**config.mk**
```make
export PLATFORM = sky130hd
export DESIGN_NAME = cmos_dvp_tx
export DESIGN_NICKNAME = d
export VERILOG_FILES = /design/src/rtl/cmos_dvp_tx_pkg.sv /design/src/rtl/dvp_pattern_rom.sv /design/src/rtl/cmos_dvp_tx.sv
export SDC_FILE = /design/constraint.sdc
export NUM_CORES = 1
export LEC_CHECK = 0
export ABC_CLOCK_PERIOD_IN_PS = 6000
export CAP_MARGIN = 10
export CORE_MARGIN = 1.5
export CORE_UTILIZATION = 35
export DETAILED_ROUTE_END_ITERATION = 8
export GPL_TIMING_DRIVEN = 1
export PLACE_DENSITY = 0.57
export SYNTH_ARGS = -nofsm -noshare
export SYNTH_HDL_FRONTEND = slang
export SYNTH_HIERARCHICAL = 1
export SYNTH_SLANG_ARGS = --single-unit
```
**constraint.sdc**
```tcl
create_clock -name clk -period 6 [get_ports clk]
set_input_delay 0.9 -clock clk [delete_from_list [all_inputs] [get_ports clk]]
set_output_delay 0.9 -clock clk [all_outputs]
set_load 0.005 [all_outputs]
```
**src/rtl/cmos_dvp_tx_pkg.sv**
```systemverilog
// Shared definitions for the DVP test-pattern transmitter: pattern codes,
// colour-bar palette and timing FSM encoding.
package cmos_dvp_tx_pkg;

   typedef enum logic [1:0] {
      PAT_BARS  = 2'd0,
      PAT_RAMP  = 2'd1,
      PAT_CHECK = 2'd2,
      PAT_SOLID = 2'd3
   } pat_e;

   typedef enum logic [2:0] {
      ST_IDLE   = 3'd0,
      ST_VSYNC  = 3'd1,
      ST_VBP    = 3'd2,
      ST_ACTIVE = 3'd3,
      ST_VFP    = 3'd4
   } dvp_state_e;

   localparam logic [15:0] BAR_C0 = 16'hFFFF;
   localparam logic [15:0] BAR_C1 = 16'hFFE0;
   localparam logic [15:0] BAR_C2 = 16'h07FF;
   localparam logic [15:0] BAR_C3 = 16'h07E0;
   localparam logic [15:0] BAR_C4 = 16'hF81F;
   localparam logic [15:0] BAR_C5 = 16'hF800;
   localparam logic [15:0] BAR_C6 = 16'h001F;
   localparam logic [15:0] BAR_C7 = 16'h0000;

   // Index 8 and above marks the leftover pixels right of the last full bar.
   function automatic logic [15:0] bar_color(input logic [3:0] idx);
      logic [15:0] c;
      c = 16'h0000;
      if (!idx[3]) begin
         case (idx[2:0])
            3'd0: c = BAR_C0;
            3'd1: c = BAR_C1;
            3'd2: c = BAR_C2;
            3'd3: c = BAR_C3;
            3'd4: c = BAR_C4;
            3'd5: c = BAR_C5;
            3'd6: c = BAR_C6;
            default: c = BAR_C7;
         endcase
      end
      return c;
   endfunction

endpackage

```
**src/rtl/dvp_pattern_rom.sv**
```systemverilog
// Combinational RGB565 pixel generator for the built-in test patterns.
module dvp_pattern_rom
   import cmos_dvp_tx_pkg::*;
(
   input  pat_e        pattern,
   input  logic [4:0]  x,
   input  logic [5:0]  y,
   input  logic [3:0]  bar_idx,
   input  logic [4:0]  frame_cnt,
   input  logic [15:0] solid,
   output logic [15:0] pixel
);

   always_comb begin
      pixel = 16'h0000;
      case (pattern)
         PAT_BARS:  pixel = bar_color(bar_idx);
         PAT_RAMP:  pixel = {x, y, frame_cnt};
         PAT_CHECK: pixel = (x[4] ^ y[4]) ? 16'hFFFF : 16'h0000;
         PAT_SOLID: pixel = solid;
         default:   pixel = 16'h0000;
      endcase
   end

endmodule

```
**src/rtl/cmos_dvp_tx.sv**
```systemverilog
// DVP camera-side transmitter: OV5640-style vsync/href/byte stream carrying
// RGB565 test patterns, timed by a frame FSM with registered outputs.
//
// state     | meaning
// ----------+---------------------------------------------------------
// ST_IDLE   | stopped, waiting for en
// ST_VSYNC  | VS_LINES line periods with vsync high
// ST_VBP    | V_BP idle line periods before the first active line
// ST_ACTIVE | V_DISP lines: 2*H_DISP bytes with href, then H_BLANK gap
// ST_VFP    | V_FP idle line periods; en decides restart or idle
module cmos_dvp_tx
   import cmos_dvp_tx_pkg::*;
#(
   parameter int H_DISP   = 480,
   parameter int V_DISP   = 272,
   parameter int H_BLANK  = 64,
   parameter int VS_LINES = 2,
   parameter int V_BP     = 4,
   parameter int V_FP     = 2
) (
   input  logic        clk,
   input  logic        rst,
   input  logic        en,
   input  logic [1:0]  pattern,
   input  logic [15:0] solid_color,
   output logic        cmos_vsync,
   output logic        cmos_href,
   output logic [7:0]  cmos_data,
   output logic        frame_done,
   output logic        busy,
   output logic [7:0]  frame_cnt
);

   localparam int          L       = 2 * H_DISP + H_BLANK;
   localparam int          BW      = H_DISP / 8;
   localparam logic [15:0] H_LAST  = 16'(L - 1);
   localparam logic [15:0] H_ACT   = 16'(2 * H_DISP);
   localparam logic [15:0] BW_LAST = 16'(BW - 1);

   dvp_state_e  state_q, state_d;
   logic [15:0] hcnt_q, hcnt_d;
   logic [15:0] line_q, line_d;
   logic [15:0] x_q, x_d;
   logic [15:0] bar_cnt_q, bar_cnt_d;
   logic [3:0]  bar_idx_q, bar_idx_d;
   pat_e        pat_q, pat_d;
   logic [15:0] solid_q, solid_d;
   logic [7:0]  frame_cnt_q, frame_cnt_d;

   logic        vsync_q, vsync_d;
   logic        href_q, href_d;
   logic [7:0]  data_q, data_d;
   logic        frame_done_q, frame_done_d;
   logic        busy_q, busy_d;

   logic        line_end, last_line, state_end;
   logic        frame_start, frame_end, href_w, pix_step;
   logic [15:0] pixel;

   always_comb begin
      line_end  = (hcnt_q == H_LAST);
      last_line = 1'b0;
      case (state_q)
         ST_VSYNC:  last_line = (line_q == 16'(VS_LINES - 1));
         ST_VBP:    last_line = (line_q == 16'(V_BP - 1));
         ST_ACTIVE: last_line = (line_q == 16'(V_DISP - 1));
         ST_VFP:    last_line = (line_q == 16'(V_FP - 1));
         default:   last_line = 1'b0;
      endcase
      state_end   = line_end && last_line;
      frame_end   = (state_q == ST_VFP) && state_end;
      frame_start = en && ((state_q == ST_IDLE) || frame_end);
      href_w      = (state_q == ST_ACTIVE) && (hcnt_q < H_ACT);
      pix_step    = href_w && hcnt_q[0];
   end

   always_ff @(posedge clk or posedge rst) begin
      if (rst) state_q <= ST_IDLE;
      else     state_q <= state_d;
   end

   always_comb begin
      state_d = state_q;
      case (state_q)
         ST_IDLE:   if (en)        state_d = ST_VSYNC;
         ST_VSYNC:  if (state_end) state_d = ST_VBP;
         ST_VBP:    if (state_end) state_d = ST_ACTIVE;
         ST_ACTIVE: if (state_end) state_d = ST_VFP;
         ST_VFP:    if (state_end) state_d = en ? ST_VSYNC : ST_IDLE;
         default:                  state_d = ST_IDLE;
      endcase
   end

   always_comb begin
      hcnt_d      = hcnt_q;
      line_d      = line_q;
      x_d         = x_q;
      bar_cnt_d   = bar_cnt_q;
      bar_idx_d   = bar_idx_q;
      pat_d       = pat_q;
      solid_d     = solid_q;
      frame_cnt_d = frame_cnt_q;

      if (state_q == ST_IDLE) begin
         hcnt_d = 16'd0;
         line_d = 16'd0;
      end else begin
         hcnt_d = line_end ? 16'd0 : hcnt_q + 16'd1;
         if (state_end)     line_d = 16'd0;
         else if (line_end) line_d = line_q + 16'd1;
      end

      // Bar position tracked incrementally so no divide by BW is needed.
      if ((state_q != ST_ACTIVE) || line_end) begin
         x_d       = 16'd0;
         bar_cnt_d = 16'd0;
         bar_idx_d = 4'd0;
      end else if (pix_step) begin
         x_d = x_q + 16'd1;
         if (bar_cnt_q == BW_LAST) begin
            bar_cnt_d = 16'd0;
            if (!bar_idx_q[3]) bar_idx_d = bar_idx_q + 4'd1;
         end else begin
            bar_cnt_d = bar_cnt_q + 16'd1;
         end
      end

      if (frame_start) begin
         pat_d   = pat_e'(pattern);
         solid_d = solid_color;
      end
      if (frame_end) frame_cnt_d = frame_cnt_q + 8'd1;
   end

   dvp_pattern_rom u_rom (
      .pattern   (pat_q),
      .x         (x_q[4:0]),
      .y         (line_q[5:0]),
      .bar_idx   (bar_idx_q),
      .frame_cnt (frame_cnt_q[4:0]),
      .solid     (solid_q),
      .pixel     (pixel)
   );

   always_comb begin
      vsync_d      = (state_q == ST_VSYNC);
      href_d       = href_w;
      data_d       = href_w ? (hcnt_q[0] ? pixel[7:0] : pixel[15:8]) : 8'h00;
      frame_done_d = frame_end;
      busy_d       = (state_q != ST_IDLE);
   end

   always_ff @(posedge clk or posedge rst) begin
      if (rst) begin
         hcnt_q       <= 16'd0;
         line_q       <= 16'd0;
         x_q          <= 16'd0;
         bar_cnt_q    <= 16'd0;
         bar_idx_q    <= 4'd0;
         pat_q        <= PAT_BARS;
         solid_q      <= 16'h0000;
         frame_cnt_q  <= 8'd0;
         vsync_q      <= 1'b0;
         href_q       <= 1'b0;
         data_q       <= 8'h00;
         frame_done_q <= 1'b0;
         busy_q       <= 1'b0;
      end else begin
         hcnt_q       <= hcnt_d;
         line_q       <= line_d;
         x_q          <= x_d;
         bar_cnt_q    <= bar_cnt_d;
         bar_idx_q    <= bar_idx_d;
         pat_q        <= pat_d;
         solid_q      <= solid_d;
         frame_cnt_q  <= frame_cnt_d;
         vsync_q      <= vsync_d;
         href_q       <= href_d;
         data_q       <= data_d;
         frame_done_q <= frame_done_d;
         busy_q       <= busy_d;
      end
   end

   assign cmos_vsync = vsync_q;
   assign cmos_href  = href_q;
   assign cmos_data  = data_q;
   assign frame_done = frame_done_q;
   assign busy       = busy_q;
   assign frame_cnt  = frame_cnt_q;

endmodule

```
### Word level (Yosys, flattened, before mapping)

Cells that the tools add are included.

| storage, ports and cells | value |
|---|---|
| register bits after elaboration | 109 |
| input bits | 21 |
| output and inout port bits | 20 |
| word-level logic and storage cells | 94 |

| operators by class | value |
|---|---|
| add/sub/neg operators | 6 |
| order comparisons | 1 |
| equal/unequal tests | 25 |
| mux-type cells | 28 |
| bitwise operators | 1 |
| reductions and logical operators | 18 |

Operator list:

| cell | count |
|---|---|
| $mux 16 | 12 |
| $pmux 16 s7 | 1 |
| $add 16x1->16 const B | 4 |
| $pmux 16 s4 | 1 |
| $eq 16x1->1 const B | 1 |
| $eq 16x10->1 const B | 1 |
| $eq 16x2->1 const B | 1 |
| $eq 16x6->1 const B | 1 |
| $eq 16x9->1 const B | 1 |
| $lt 16x10->1 const B | 1 |
| $mux 4 | 4 |
| $mux 8 | 2 |
| $mux 3 | 5 |
| $pmux 3 s5 | 1 |
| $eq 3x2->1 const B | 4 |
| $eq 3x3->1 const B | 4 |
| $add 8x1->8 const B | 1 |
| $ne 2x2->1 const B | 4 |
| $eq 3x1->1 const B | 2 |
| $logic_not 3->1 | 2 |
| $reduce_bool 3->1 | 2 |
| $logic_and 1x1->1 | 5 |
| $reduce_and 5->1 | 1 |
| $add 4x1->4 const B | 1 |
| other kinds (13) | 17 |

### Logic depth before layout (Yosys ltp)

Gate-level depths: netlist of run 1.

| logic depth | value |
|---|---|
| word-level depth | 7 |
| gate-level depth with buffers | 10 |
| depth with buffers taken out | 8 |

### Modules after synthesis

The synthesis of run 1 kept the hierarchy.

Modules (own cells, without submodules):

| module | times used | cells each | area an instance (sq um) |
|---|---|---|---|
| cmos_dvp_tx | 1 | 434 | 4588.2 |
| dvp_pattern_rom | 1 | 45 | 399.1 |

### Worst setup path before layout of run 1

OpenSTA, ideal clock, no wires.

| timing | value |
|---|---|
| kind | flip-flop to flip-flop |
| start | register state_q[0] |
| end | register solid_q[0] |
| arrival time | 2224 ps |
| required time | 5875 ps |
| path slack | 3651 ps |
| cell stages (with the launch flop) | 10 |
| buffers on the path | 3 |
| period minus slack after synthesis | 2349 ps |
| cell sequence | dfrtp_1 buf_6 and3b_1 or4_1 a211oi_2 nand3_1 a21o_1 buf_6 buf_6 mux2_4 |

| on the way | value |
|---|---|
| word-level cells in the longest chain between the ends | 7 |
| elaborated cells on any way between the ends | 11 |
| those cells by class | eq/ne: 4; mux: 1; reduce/logical: 6 |

Ends and longest elaborated chain:

| element | line | source |
|---|---|---|
| start, declared | cmos_dvp_tx.sv:40 | `dvp_state_e state_q, state_d;` |
| start signal, assigned | cmos_dvp_tx.sv:79 | `else state_q <= state_d;` |
| $eq 3x1->1 / $eq 3x3->1 (equally long branches) | cmos_dvp_tx.sv:63, cmos_dvp_tx.sv:71 |  |
| $reduce_or 2->1 (no line) | n/a |  |
| $pmux 1 s3 | cmos_dvp_tx.sv:63 | `case (state_q)` |
| $logic_and 1x1->1 | cmos_dvp_tx.sv:70 | `state_end = line_end && last_line;` |
| $logic_and 1x1->1 | cmos_dvp_tx.sv:71 | `frame_end = (state_q == ST_VFP) && state_end;` |
| $logic_or 1x1->1 * | cmos_dvp_tx.sv:72 | `frame_start = en && ((state_q == ST_IDLE) \|\| frame_end);` |
| $logic_and 1x1->1 * | cmos_dvp_tx.sv:72 |  |
| end signal, assigned | cmos_dvp_tx.sv:175 | `solid_q <= solid_d;` |
| end, declared | cmos_dvp_tx.sv:47 | `logic [15:0] solid_q, solid_d;` |

Mark *: on every way between the ends. The rest lies on a longest branch, timed or not.
A chain may end at the register's enable or synchronous reset.

### Worst setup path in the final report of run 1

| timing | value |
|---|---|
| start | register hcnt_q[0] |
| end | register solid_q[8] |

| on the way | value |
|---|---|
| word-level cells in the longest chain between the ends | 5 |

Ends and longest elaborated chain:

| element | line | source |
|---|---|---|
| start, declared | cmos_dvp_tx.sv:41 | `logic [15:0] hcnt_q, hcnt_d;` |
| start signal, assigned | cmos_dvp_tx.sv:169 | `hcnt_q <= hcnt_d;` |
| $eq 16x10->1 | cmos_dvp_tx.sv:61 | `line_end = (hcnt_q == H_LAST);` |
| $logic_and 1x1->1 | cmos_dvp_tx.sv:70 |  |
| $logic_and 1x1->1 | cmos_dvp_tx.sv:71 |  |
| $logic_or 1x1->1 | cmos_dvp_tx.sv:72 |  |
| $logic_and 1x1->1 | cmos_dvp_tx.sv:72 |  |

No other way between the ends.

==> results of run 1 <==
stage by stage:
step,total power (µW),std cells
floorplan,682.9,479
global placement,701.9,681
detailed placement,701.9,681
CTS,1332,697
finish,1308,697
global route,1363,697
where the power goes:
| group | internal, µW | switching, µW |
|---|---|---|
| logic | 12.1 | 15.5 |
| clock network | 377 | 243 |
| registers | 661 | 0 |
per-layer routing:
metal | vias up | routed length, µm
met5 | - | 0
met4 | 0 | 108
met3 | 8 | 409
met2 | 61 | 5480
met1 | 1829 | 5159
li1 | 1769 | -
registers in the layout, summed over array words and instances, names as in the netlist, 4 cells and up:
register,flops
frame_cnt,8
cmos_data,8
bar_idx_q,4
x_q,5
bar_cnt_q,16
hcnt_q,16
line_q,16
solid_q,16
placed cells by master, fill, tap and decap left out, types with 7 or more instances in the layout:
cell type	count
dfrtp_1	98
nor2_1	66
clkdlybuf4s50_1	40
xor2_1	38
nand2_1	33
nand3_1	26
mux2i_1	25
nand4_1	17
o221ai_1	16
xnor2_1	15
nor3_1	14
a21oi_1	12
inv_1	10
o21ai_0	10
mux2_2	10
mux2_4	9
clkbuf_16	9
and3_1	7
nor4_1	7
final timing paths:
path | start | to | slack [ns]
hold / removal | frame_cnt[7]$_DFFE_PP0P_ | frame_cnt[7]$_DFFE_PP0P_ | 0.48
setup reg to reg | hcnt_q[0]$_DFF_PP0_ | solid_q[8]$_DFFE_PP0P_ | 2.67
max in group asynchronous | rst | hcnt_q[12]$_DFF_PP0_ | 3.92
min in group asynchronous | rst | bar_cnt_q[4]$_DFFE_PP0P_ | 0.92
setup / recovery | hcnt_q[0]$_DFF_PP0_ | solid_q[8]$_DFFE_PP0P_ | 2.67
hold reg to reg | frame_cnt[7]$_DFFE_PP0P_ | frame_cnt[7]$_DFFE_PP0P_ | 0.48
worst max-delay path, stage by stage, from the launching register on:
cell	delay, ns
dfrtp_1	0.81
ha_1	0.37
nand2_1	0.16
nor2_1	0.40
nand3_1	0.41
a21o_1	0.62
mux2_4	0.43
layout make-up:
cell class / instances / area share
Timing Repair Buffer: 42 / 0.07117
Tap cell: 180 / 0.03859
Clock buffer: 12 / 0.04223
Clock inverter: 4 / 0.01286
Inverter: 11 / 0.007503
Multi-Input combinational cell: 350 / 0.4075
Sequential cell: 98 / 0.4201
logic make-up after synthesis:
kind of cell	count (synthesis)	share of synthesized area
AO/OA/AOI/OAI	48	0.06699
XOR/XNOR	54	0.09634
adder cells (fa/ha/maj)	6	0.01505
buffers and inverters	31	0.03211
flip-flops	98	0.4917
multiplexers	44	0.09985
AND/OR/NAND/NOR	198	0.1979
==> results by group, run 1 <==
GRT
  • Met2 Use GR: 0.2699
  • Gr ovfl total: 0
  • Vias in the first global route: 3789
  • Initial antenna violation count: 0
  • GR Util met1: 0.2093
  • Layer with the highest usage: met2
  • Largest net degree at the start of global routing: 66
  • Met3 Resource Use GR: 0.04368
  • Global-route wire length before repair: 18930 µm
  • GRT Util Overall: 0.1634

Clock tree
  • CTS root buf: clkbuf_16
  • Worst-Skew Late Latency: 0.35 ns
  • Clk sink count: 98
  • # hold bufs at CTS: 0
  • Max Root-Sink Buffers: 2
  • CTS Buf Count: 9
  • CTS resizes: 0
  • H-tree levels: 3
  • CTS tree: built
  • Clock slew at reported path FFs: 0.06 ns
  • Postcts setup bufs: 0

Yosys
  • YS warnings: 6
  • Synth top area share: 0.4917
  • Synth async-reset ratio: 1.000
  • Synth Net Count: 506
  • Primary FF master, synth: dfrtp_1
  • Yosys cell types: 45
  • EDFF count, synth: 0
  • Synthesis-stage register bit count: 98
  • Top cells by count, synth: dfrtp_1 (98), nor2_1 (66), xor2_1 (38), nand2_1 (33), nand3_1 (26)
  • Register area share after synthesis: 0.4917
  • Cells after Synth: 479
  • Count leader, synth: dfrtp_1
  • Synth area leader: dfrtp_1
  • Netlist Area Pre-Place: 4987 µm²
  • Syn Area/Cell: 10.41 µm²
  • Synth area leaders: dfrtp_1 (49%), xor2_1 (6.7%), mux2i_1 (5.0%)

Worst setup path
  • Endpoint class of the critical path: flop
  • Startpoint Class: flop
  • Worst EP arrival: 3.57 ns
  • CP Data Required Time: 6.23 ns
  • Reg2Reg Depth: 6
  • Crit Path Class: flop to flop
  • Largest fanout on the critical path: 19

Detailed routing
  • DRT antenna net count: 0
  • DR WL/cell: 16.01 µm
  • DRC viols: 0
  • Vias: 3667
  • Initial DRC Count: 231
  • Avg Vias per Cell: 5.261
  • Total routed wirelength: 11160 µm
  • TritonRoute pass-1 iters: 5

Min path
  • Hold path cells: 1
  • Worst hold path class: flop to flop

Cells and area
  • Layout fillers: 1324
  • Design Area, Final: 5837 µm²
  • Antenna diode count: 0
  • Reg area: 2452 µm²
  • Multi-input logic area: 2379 µm²
  • Final core utilization: 0.4205
  • P&R area growth vs syn: 17.03%
  • Layout Nets: 539
  • Share of cells above drive strength 1: 0.08317

Die
  • Std-Cell Core Area: 13880 µm²
  • Chip width: 122.4 µm
  • Placement Rows: 43
  • Die area: 14970 µm²
  • Number of I/O pins: 41
  • Die Span Y: 122.4 µm
  • Initial Util: 0.3593

Pwr
  • PwrDens: 224.1 nW/µm²
  • Max IR drop VDD: 0.0001382 V
  • Leak pwr: 0.002536 µW

Place
  • Placed cell areas: 5515 µm²
  • RePlAce Congestion: 0.8560
  • DPL Wire Length: 7851 µm
  • Dpl ws: 2.725 ns
  • IO buf count: 40

Run status
  • Status: completed

Timing
  • Max Clock Freq: 300.0 MHz
  • RSZ-0062 raised after global routing: false
  • TNS Setup: 0 ns
  • Slew Limit Headroom: 0.2952
  • Final setup violation count: 0
  • Fin crit share: 0.5556
  • Final worst slack: 2.666 ns
  • Fin. max-slew vios: 0
  • Clock skew: 0.009413 ns
  • Slew @ Worst Pin: 1.055 ns
  • Hold Fails Final Rpt: 0
  • Fin Hold WS: 0.4774 ns
  • Minimum clock period: 3.334 ns

Job
  • Max Cap Viol: 0
Power figures use the tool's default switching activity.
==> run 2, diff against run 1 <==
- ABC_CLOCK_PERIOD_IN_PS: 6000 -> 3250
- clock period: 6 -> 3.25 ns (I/O delays scaled with it)
==> run 2 against run 1 <==
Effect of this change:
- sequential power grew 85%
- setup slack lost 2.2 ns
- global-route usage shrank 0.20 points
- power increased by 75%
- highest routed layer unchanged
- final cell count up 1.0%
- largest power group unchanged
- fmax up 19%
- final area is 0.62% higher
==> results by group, run 2 (same netlist as run 1, synthesis figures left out) <==
Detailed routing
  • Initial DRC Count: 282
  • TritonRoute pass-1 iters: 4
  • Vias: 3673
  • DR WL/cell: 15.47 µm
  • Total routed wirelength: 10890 µm
  • DRT antenna net count: 0
  • DRC viols: 0
  • Avg Vias per Cell: 5.217

Timing
  • Max Clock Freq: 355.6 MHz
  • RSZ-0062 raised after global routing: false
  • Final setup violation count: 0
  • Slew @ Worst Pin: 0.9805 ns
  • Fin Hold WS: 0.4694 ns
  • Hold Fails Final Rpt: 0
  • Slew Limit Headroom: 0.3463
  • Fin crit share: 0.8652
  • Minimum clock period: 2.812 ns
  • Fin. max-slew vios: 0
  • Clock skew: 0.009398 ns
  • TNS Setup: 0 ns
  • Final worst slack: 0.4382 ns

Run status
  • Status: completed

Pwr
  • Total power draw: 2295 µW
  • Leak pwr: 0.002568 µW
  • Part of the power in combinational logic: 0.023
  • NetSw: 487.9 µW
  • Pint: 1808 µW
  • Part of the power in registers: 0.531
  • Max IR drop VDD: 0.0002175 V
  • Clk pwr share: 0.446
  • Sw Ratio: 0.2125
  • PwrDens: 390.8 nW/µm²

Cells and area
  • Final core utilization: 0.4231
  • P&R area growth vs syn: 17.76%
  • Share of cells above drive strength 1: 0.09733
  • Commonest non-fill, non-tap cell in the layout: dfrtp_1
  • Most frequent cells in the layout: dfrtp_1 (98), nor2_1 (66), clkdlybuf4s50_1 (40), xor2_1 (38), nand2_1 (33)
  • Antenna diode count: 0
  • Multi-input logic area: 2375 µm²
  • Layout fillers: 1326
  • Reg area: 2452 µm²
  • Layout Nets: 547

GRT
  • Global-route wire length before repair: 18930 µm
  • GRT Util Overall: 0.1614
  • Initial antenna violation count: 0
  • Largest net degree at the start of global routing: 56
  • Vias in the first global route: 3721
  • Gr ovfl total: 0

Worst setup path
  • Worst path depth: 7
  • Critical R2R Launch: state_q[0]$_DFFE_PP0P_
  • Worst-path cell chain: and3b_1, or4_1, a211oi_2, nand3_1, a21o_1, buf_4, mux2_4
  • Reg-to-reg slack, setup: 0.44 ns
  • Reg2Reg Depth: 7
  • Critical Path Sink: solid_q[4]$_DFFE_PP0P_
  • Worst EP arrival: 3.04 ns
  • Largest fanout on the critical path: 18
  • CP Data Required Time: 3.48 ns
  • CP peak stage delay: 0.49 ns
  • Critical-path top delay cell: dfrtp_1
  • Buffers & Inverters on Critical Path: 1
  • CP Launch Point: state_q[0]$_DFFE_PP0P_
  • Startpoint Class: flop
  • Largest delay contributor family on the critical path: simple AND/OR/NAND/NOR gates
  • Crit Path Class: flop to flop
  • Endpoint class of the critical path: flop
  • RR Endpoint: solid_q[4]$_DFFE_PP0P_

Die
  • Chip width: 122.4 µm
  • Die area: 14970 µm²
  • Placement Rows: 43
  • Initial Util: 0.3593
  • Die Span Y: 122.4 µm
  • Number of I/O pins: 41
  • Std-Cell Core Area: 13880 µm²

Clock tree
  • CTS Buf Count: 9
  • # hold bufs at CTS: 0
  • CTS resizes: 0
  • H-tree levels: 3
  • Clk sink count: 98
  • CTS root buf: clkbuf_16
  • Postcts setup bufs: 0
  • Clock slew at reported path FFs: 0.07 ns
  • CTS tree: built
  • Max Root-Sink Buffers: 2
  • Worst-Skew Late Latency: 0.34 ns

Place
  • IO buf count: 40
  • DPL Wire Length: 7739 µm
  • RePlAce Congestion: 0.8757
  • Dpl ws: 0.4719 ns

Job
  • Max Cap Viol: 0

Min path
  • Hold path cells: 1
  • Worst hold path class: flop to flop
## run 2: cell types whose count changed in the layout (fill, tap and decap cells not counted), moves of 2 or more
cell | previous run | this run
clkinv_4 | 0 | 2
bufinv_16 | 2 | 0
clkbuf_1 | 2 | 0
buf_4 | 2 | 9
## run 2: per-layer routing
metal | part of all wire | GRT usage | wire [µm]
met5 | 0 | 0 | 0
met4 | 0.0098 | 0.03561 | 107
met3 | 0.041 | 0.04461 | 442
met2 | 0.47 | 0.2633 | 5066
met1 | 0.48 | 0.2145 | 5274
## run 2: final cells by class
type	count	area share
flip-flops and latches	98	0.4176
multi-input cells	350	0.4043
repair buffers	50	0.08308
clock buffers	11	0.04303
well taps	180	0.03835
inverters	11	0.007456
clock inverters	4	0.006178
## run 2: worst min path at each step
stage                               end                      from
3_3_place_gp     state_q[1]$_DFFE_PP0P_    state_q[2]$_DFFE_PP0P_
5_1_grt        frame_cnt[7]$_DFFE_PP0P_  frame_cnt[7]$_DFFE_PP0P_
3_5_place_dp     state_q[1]$_DFFE_PP0P_    state_q[2]$_DFFE_PP0P_
6_report       frame_cnt[7]$_DFFE_PP0P_  frame_cnt[7]$_DFFE_PP0P_
2_1_floorplan  frame_cnt[7]$_DFFE_PP0P_  frame_cnt[7]$_DFFE_PP0P_
4_1_cts        frame_cnt[7]$_DFFE_PP0P_  frame_cnt[7]$_DFFE_PP0P_
## run 2: per-stage QoR
stage | cell area [µm²] | cells
floorplan | 4987 | 479
global route | 5873 | 704
detailed placement | 5584 | 689
finish | 5873 | 704
CTS | 5873 | 704
global placement | 5584 | 689
## run 2: power by group through the flow
stage | Combinational, µW | Clock, µW | Sequential [µW]
floorplan | 18.1 | 0 | 1240
global placement | 54.9 | 0 | 1240
detailed placement | 54.7 | 0 | 1240
CTS | 55.2 | 1060 | 1220
global route | 59.6 | 1120 | 1220
finish | 52.2 | 1020 | 1220
